`src/rtl/fb_pkg.sv`:
```
// Shared types and width helpers for the framebuffer write scheduler.
// Holds the FSM/turn enums and pixel/coordinate width functions.
package fb_pkg;

    typedef enum logic [1:0] {
        ST_IDLE,
        ST_FILL,
        ST_DONE
    } state_e;

    typedef enum logic {
        TURN_HOST,
        TURN_FILL
    } turn_e;

    function automatic int pixel_width(input int r, input int g, input int b);
        return r + g + b;
    endfunction

    function automatic int coord_width(input int n);
        return $clog2(n);
    endfunction

endpackage

```
`src/rtl/fb_write_scheduler_walker.sv`:
```
// Column-major rectangle walker: x outer, y inner, address stepped
// incrementally (+1 per row, column start + V on column wrap).
module fb_rect_walker
    import fb_pkg::*;
#(
    parameter int XW             = 9,
    parameter int YW             = 8,
    parameter int V_VISIBLE_AREA = 240,
    parameter int ADDR_WIDTH     = 32
) (
    input  logic                  clk,
    input  logic                  reset,
    input  logic                  load,
    input  logic                  advance,
    input  logic [XW-1:0]         x0,
    input  logic [YW-1:0]         y0,
    input  logic [XW-1:0]         x_last,
    input  logic [YW-1:0]         y_last,
    output logic [ADDR_WIDTH-1:0] addr,
    output logic                  last
);

    localparam logic [ADDR_WIDTH-1:0] V_STEP = ADDR_WIDTH'(V_VISIBLE_AREA);

    logic [XW-1:0]         x_q, x_d, xl_q, xl_d;
    logic [YW-1:0]         y_q, y_d, y0_q, y0_d, yl_q, yl_d;
    logic [ADDR_WIDTH-1:0] addr_q, addr_d, col_q, col_d;
    logic [ADDR_WIDTH-1:0] origin;

    assign origin = ADDR_WIDTH'(x0) * V_STEP + ADDR_WIDTH'(y0);
    assign addr   = addr_q;
    assign last   = (x_q == xl_q) && (y_q == yl_q);

    // Load a new origin or step one pixel down / to the next column
    always_comb begin
        x_d    = x_q;
        y_d    = y_q;
        y0_d   = y0_q;
        xl_d   = xl_q;
        yl_d   = yl_q;
        addr_d = addr_q;
        col_d  = col_q;
        if (load) begin
            x_d    = x0;
            y_d    = y0;
            y0_d   = y0;
            xl_d   = x_last;
            yl_d   = y_last;
            addr_d = origin;
            col_d  = origin;
        end else if (advance) begin
            if (y_q == yl_q) begin
                x_d    = x_q + XW'(1);
                y_d    = y0_q;
                col_d  = col_q + V_STEP;
                addr_d = col_q + V_STEP;
            end else begin
                y_d    = y_q + YW'(1);
                addr_d = addr_q + ADDR_WIDTH'(1);
            end
        end
    end

    // Walker position registers
    always_ff @(posedge clk) begin
        if (reset) begin
            x_q    <= '0;
            y_q    <= '0;
            y0_q   <= '0;
            xl_q   <= '0;
            yl_q   <= '0;
            addr_q <= '0;
            col_q  <= '0;
        end else begin
            x_q    <= x_d;
            y_q    <= y_d;
            y0_q   <= y0_d;
            xl_q   <= xl_d;
            yl_q   <= yl_d;
            addr_q <= addr_d;
            col_q  <= col_d;
        end
    end

endmodule

```
`src/rtl/fb_write_scheduler.sv`:
```
// Framebuffer write-port owner: arbitrates host pixels vs. rectangle fill.
// Optional FB_WRITE_COUNT_EN adds a 32-bit write_count output.
module fb_write_scheduler
    import fb_pkg::*;
#(
    parameter int RED_WIDTH      = 4,
    parameter int GREEN_WIDTH    = 4,
    parameter int BLUE_WIDTH     = 4,
    parameter int H_VISIBLE_AREA = 320,
    parameter int V_VISIBLE_AREA = 240,
    parameter int ADDR_WIDTH     = 32,
    parameter int PIXEL_WIDTH    = pixel_width(RED_WIDTH, GREEN_WIDTH, BLUE_WIDTH),
    parameter int XW             = coord_width(H_VISIBLE_AREA),
    parameter int YW             = coord_width(V_VISIBLE_AREA)
) (
    input  logic                   clk,
    input  logic                   reset,
    input  logic                   host_valid,
    output logic                   host_ready,
    input  logic [XW-1:0]          host_x,
    input  logic [YW-1:0]          host_y,
    input  logic [PIXEL_WIDTH-1:0] host_pixel,
    input  logic                   fill_start,
    input  logic [XW-1:0]          fill_x0,
    input  logic [YW-1:0]          fill_y0,
    input  logic [XW:0]            fill_w,
    input  logic [YW:0]            fill_h,
    input  logic [PIXEL_WIDTH-1:0] fill_color,
    output logic                   fill_busy,
    output logic                   fill_done,
    output logic                   err_oob,
    output logic                   write_enable,
    output logic [ADDR_WIDTH-1:0]  write_addr,
    output logic [PIXEL_WIDTH-1:0] pixel_in
`ifdef FB_WRITE_COUNT_EN
    ,
    output logic [31:0]            write_count
`endif
);

    localparam logic [XW+1:0] H_LIM = (XW+2)'(H_VISIBLE_AREA);
    localparam logic [YW+1:0] V_LIM = (YW+2)'(V_VISIBLE_AREA);

    state_e                 state_q, state_d;
    turn_e                  turn_q, turn_d;
    logic [PIXEL_WIDTH-1:0] color_q, color_d;
    logic                   we_q, we_d;
    logic                   err_q, err_d;
    logic [ADDR_WIDTH-1:0]  addr_q, addr_d;
    logic [PIXEL_WIDTH-1:0] pix_q, pix_d;

    logic [XW+1:0]          x_sum, x_end;
    logic [YW+1:0]          y_sum, y_end;
    logic [XW-1:0]          x_last;
    logic [YW-1:0]          y_last;
    logic                   fill_empty;
    logic                   host_oob, host_fire;
    logic [ADDR_WIDTH-1:0]  host_addr;
    logic                   fill_grant, walk_load, walk_last;
    logic [ADDR_WIDTH-1:0]  walk_addr;

    // Clip the requested rectangle to the visible framebuffer
    always_comb begin
        x_sum      = {2'b00, fill_x0} + {1'b0, fill_w};
        y_sum      = {2'b00, fill_y0} + {1'b0, fill_h};
        x_end      = (x_sum > H_LIM) ? H_LIM : x_sum;
        y_end      = (y_sum > V_LIM) ? V_LIM : y_sum;
        x_last     = XW'(x_end - (XW+2)'(1));
        y_last     = YW'(y_end - (YW+2)'(1));
        fill_empty = (fill_w == '0) || (fill_h == '0)
                  || ({2'b00, fill_x0} >= H_LIM)
                  || ({2'b00, fill_y0} >= V_LIM);
    end

    assign host_oob  = ({2'b00, host_x} >= H_LIM)
                    || ({2'b00, host_y} >= V_LIM);
    assign host_addr = ADDR_WIDTH'(host_x) * ADDR_WIDTH'(V_VISIBLE_AREA)
                     + ADDR_WIDTH'(host_y);
    assign host_fire = host_valid && host_ready;

    // Fill FSM, turn-bit arbitration and status outputs
    always_comb begin
        state_d    = state_q;
        turn_d     = turn_q;
        color_d    = color_q;
        host_ready = 1'b0;
        fill_busy  = 1'b0;
        fill_done  = 1'b0;
        fill_grant = 1'b0;
        walk_load  = 1'b0;
        unique case (state_q)
            ST_IDLE: begin
                host_ready = 1'b1;
                if (fill_start) begin
                    walk_load = !fill_empty;
                    color_d   = fill_color;
                    turn_d    = TURN_HOST;
                    state_d   = fill_empty ? ST_DONE : ST_FILL;
                end
            end
            ST_FILL: begin
                fill_busy  = 1'b1;
                host_ready = (turn_q == TURN_HOST);
                // an unused host slot falls through to the fill
                fill_grant = !(host_valid && host_ready);
                turn_d     = (host_valid && host_ready) ? TURN_FILL : TURN_HOST;
                if (fill_grant && walk_last) begin
                    state_d = ST_DONE;
                end
            end
            ST_DONE: begin
                fill_done  = 1'b1;
                host_ready = 1'b1;
                state_d    = ST_IDLE;
            end
            default: begin
                state_d = ST_IDLE;
            end
        endcase
        if (reset) begin
            host_ready = 1'b0;
            fill_busy  = 1'b0;
            fill_done  = 1'b0;
        end
    end

    // Select the single write for next cycle's registered port
    always_comb begin
        we_d   = 1'b0;
        err_d  = 1'b0;
        addr_d = addr_q;
        pix_d  = pix_q;
        if (host_fire) begin
            if (host_oob) begin
                err_d = 1'b1;
            end else begin
                we_d   = 1'b1;
                addr_d = host_addr;
                pix_d  = host_pixel;
            end
        end else if (fill_grant) begin
            we_d   = 1'b1;
            addr_d = walk_addr;
            pix_d  = color_q;
        end
    end

    // State, turn and write-port registers
    always_ff @(posedge clk) begin
        if (reset) begin
            state_q <= ST_IDLE;
            turn_q  <= TURN_HOST;
            color_q <= '0;
            we_q    <= 1'b0;
            err_q   <= 1'b0;
            addr_q  <= '0;
            pix_q   <= '0;
        end else begin
            state_q <= state_d;
            turn_q  <= turn_d;
            color_q <= color_d;
            we_q    <= we_d;
            err_q   <= err_d;
            addr_q  <= addr_d;
            pix_q   <= pix_d;
        end
    end

    assign write_enable = we_q;
    assign write_addr   = addr_q;
    assign pixel_in     = pix_q;
    assign err_oob      = err_q;

    fb_rect_walker #(
        .XW             (XW),
        .YW             (YW),
        .V_VISIBLE_AREA (V_VISIBLE_AREA),
        .ADDR_WIDTH     (ADDR_WIDTH)
    ) u_walker (
        .clk     (clk),
        .reset   (reset),
        .load    (walk_load),
        .advance (fill_grant),
        .x0      (fill_x0),
        .y0      (fill_y0),
        .x_last  (x_last),
        .y_last  (y_last),
        .addr    (walk_addr),
        .last    (walk_last)
    );

`ifdef FB_WRITE_COUNT_EN
    logic [31:0] wcnt_q, wcnt_d;

    // Count issued writes, wrapping at 2^32
    always_comb begin
        wcnt_d = wcnt_q + {31'b0, we_q};
    end

    // Write counter register
    always_ff @(posedge clk) begin
        if (reset) begin
            wcnt_q <= '0;
        end else begin
            wcnt_q <= wcnt_d;
        end
    end

    assign write_count = wcnt_q;
`endif

endmodule

```
`config.mk`:
```
export PLATFORM = sky130hd
export DESIGN_NAME = fb_write_scheduler
export DESIGN_NICKNAME = d
export VERILOG_FILES = /design/src/rtl/fb_pkg.sv /design/src/rtl/fb_write_scheduler_walker.sv /design/src/rtl/fb_write_scheduler.sv
export SDC_FILE = /design/constraint.sdc
export NUM_CORES = 1
export LEC_CHECK = 0
export CAP_MARGIN = 25
export CORE_UTILIZATION = 55
export CTS_CLUSTER_SIZE = 10
export DETAILED_ROUTE_END_ITERATION = 8
export PLACE_DENSITY = 0.75
export SLEW_MARGIN = 5
export SYNTH_ARGS = -nofsm -noshare
export SYNTH_HDL_FRONTEND = slang
export SYNTH_SLANG_ARGS = --single-unit
```
`constraint.sdc`:
```
create_clock -name clk -period 10.6 [get_ports clk]
set_clock_uncertainty 0.05 [all_clocks]
set_input_delay 3.18 -clock clk [delete_from_list [all_inputs] [get_ports clk]]
set_output_delay 3.18 -clock clk [all_outputs]
set_load 0.1 [all_outputs]
```
==> metrics <==
synthesized cell area=roughly 12000 um^2; Root Driver=clkbuf_16; adder-cell share of the synthesized area=between 10% and 20%; Fin. Hold Viols=0; drt via density=5.97; DRC viols=0; fraction of layout instances using a drive strength above 1=under 10%; Crit. End Element=output pin; Critical Path AT=4800 ps; GR Overflow Total=0; hold crit path type=register to register; setup TNS=0 ps; initial antenna violation count=0; Final Max Tran Viols=0; Yosys cell types=between 80 and 90; ANT cells=0; critical-path maximum fanout=36; WL/cell=16.7 um; Final Cycle Share=75.7%; clock sink total=around 170; CTS max path bufs=2; Max Fclk=approximately 120 MHz; switching pwr=0.892 mW; CP startpoint kind=input pin; Pleak=about 5.4 nW; final worst slack=approximately 2600 ps; sequential fraction of design power=33.0%; num rows=53; hold buffer count at CTS=0; largest family of logic cells by synthesized area=simple AND/OR/NAND/NOR gates; Die Height=approximately 150 um; Num CTS Buffers=17; Tot GR Track Use=around 29%; mux contribution to synthesized area=approximately 1.6%; largest net degree at the start of global routing=76; first-pass GRT wire length=between 50000 and 60000 um; clock share of power=around 28%; Gate power share=between 30 and 40%; initial drt markers=734; XOR/XNOR Fraction of Synth Area=8.33%; IO Pins=130; fill count=1871; initial cell density of the core=about 57%; Yosys top cell by area=dfxtp_1; core area=roughly 21000 um^2; asr flop ratio synth=0%; Synth Area in Compound Gates=between 20% and 30%; Sequential cell area=about 3300 um^2; final wirelength=around 32000 um; Synth top area share=between 20% and 30%; nets@finish=~1800; Fin Hold WS=slightly above 400 ps; CTS H-tree depth=4; post-route ant nets=0; Worst Setup Path Type=input pin to output pin; first-pass detailed-route iteration total=5; CTS resizes=0; routability cong.=0.877; most common cell in the netlist=nand2_1; Die Span X=150 um; Layout Area Growth over Synthesis=17.0%; Non-Filler Instances=between 1500 and 2000; number of instances in the placed design=~1900; Setup violations, final=0; Slew @ Worst Pin=1020 ps; Placement Cell Area=13500 um^2; sequential share of the synthesized area=between 20% and 30%; Post-Synthesis Net Count=between 1500 and 2000; vias in the first global route=around 10000; Power, Total=2.22 mW; Maximum Capacitance Violations=0; pre-CTS setup slack=roughly 2600 ps; Main synth FF type=dfxtp_1; clk slew on worst S/H paths=around 70 ps; maximum VDD drop=a little under 0.09 mV; post-CTS setup-driven buffer insertion count=0; routed vias=between 10000 and 15000; Synth top cells by count=nand2_1 (175), nor2_1 (171), dfxtp_1 (167), a21oi_1 (123), inv_1 (80); Synth Area in Simple Gates=a little under a quarter; Syn. warnings=0; die area=roughly 23000 um^2; Post-synth EDFFs=0; Internal=roughly 1.3 mW; switching power share of the total=between 40% and 50%; pwr/cell area=between 150 and 200 nW/um^2; Data required, critical path=approximately 7400 ps; Final min period=8030 ps; final cell area excluding filler cells=between 10000 and 15000 um^2; RSZ-0062 raised after global routing=no; status=finished clean; Port Buf Inserts=between 100 and 150; fin util=66.5%; clk_lat worst skew=~440 ps; top post-synthesis cells by area=dfxtp_1 (28%), ha_1 (7.6%), fa_1 (5.6%); average size of a mapped cell=roughly 8 um^2; Slew headroom=around a third; HPWL after DPL=~23000 um; FF+latch count, synth=167; multi-input logic area=8150 um^2; CTS tree=done; Post-Syn Instances=between 1500 and 2000
## final cells by class
| type | count | share of cell area, % |
|---|---|---|
| clock buffer | 17 | 3.01 |
| sequential | 167 | 23.6 |
| tap | 275 | 2.43 |
| inverter | 80 | 2.12 |
| timing repair buffer | 144 | 9.96 |
| clock inverter | 15 | 1.24 |
| multi-input combinational | 1206 | 57.6 |
## cell usage in the layout (no fill, tap or decap), types with 15 or more instances in the layout
cell type / n
a211oi_1: 19
a21o_1: 15
a21oi_1: 123
a311oi_1: 31
a31oi_1: 22
and3_1: 21
buf_4: 15
clkbuf_16: 17
clkdlybuf4s50_1: 128
dfxtp_1: 167
fa_1: 34
ha_1: 73
inv_1: 80
mux2i_1: 18
nand2_1: 175
nand3_1: 51
nand4_1: 20
nor2_1: 170
nor3_1: 32
o211ai_1: 15
o21ai_0: 58
or3_1: 17
xnor2_1: 62
xor2_1: 53
## critical path, cell delays in order
cell	delay, ps
buf_4	220
nor2_1	200
clkdlybuf4s50_1	1160
## per-layer routing
layer / global-route usage [%] / vias to the layer above / share of wire [%]
met4: 10.3 / 0 / 2.6
met3: 3.58 / 69 / 4.5
met1: 37.1 / 5362 / 45
met2: 48.6 / 311 / 48
li1: - / 5618 / -
met5: 0 / - / 0
## registers in the layout, summed over array words and instances, names as in the netlist
signal and count:
u_walker.x_q 9, u_walker.y0_q 8, u_walker.yl_q 8, u_walker.addr 32
pixel_in 12, color_q 12, u_walker.col_q 32, state_q 2
write_enable 1, err_oob 1, u_walker.y_q 8, u_walker.xl_q 9
write_addr 32, turn_q 1
## worst paths after layout
check                           cells after the start                 to  slack, ps              from
worst min-delay path                                2   u_walker.y0_q[3]        410  u_walker.y0_q[3]
worst min register to register                      2   u_walker.y0_q[3]        410  u_walker.y0_q[3]
worst max register to register                      9  u_walker.addr[25]       7380        state_q[0]
worst max-delay path                                3         host_ready       2570             reset
## cells by family (layout without fill, tap and decap cells)
logic type,Yosys count,after routing
AOI/OAI and AO/OA,384,384
xor gates and xnor gates,115,115
adders and majority gates,107,107
buffers and inverters,159,256
DFF,167,167
muxes,19,19
and+or+nand+nor,581,581
## power groups by stage
| stage | combinational [mW] | clock (mW) | sequential (mW) |
|---|---|---|---|
| 3_5_place_dp | 0.856 | 0 | 0.746 |
| 3_3_place_gp | 0.837 | 0 | 0.744 |
| 6_report | 0.863 | 0.626 | 0.734 |
| 4_1_cts | 0.863 | 0.636 | 0.732 |
| 2_1_floorplan | 0.580 | 0 | 0.816 |
| 5_1_grt | 0.954 | 0.661 | 0.741 |
No activity file was read; power rests on OpenSTA's default activity.
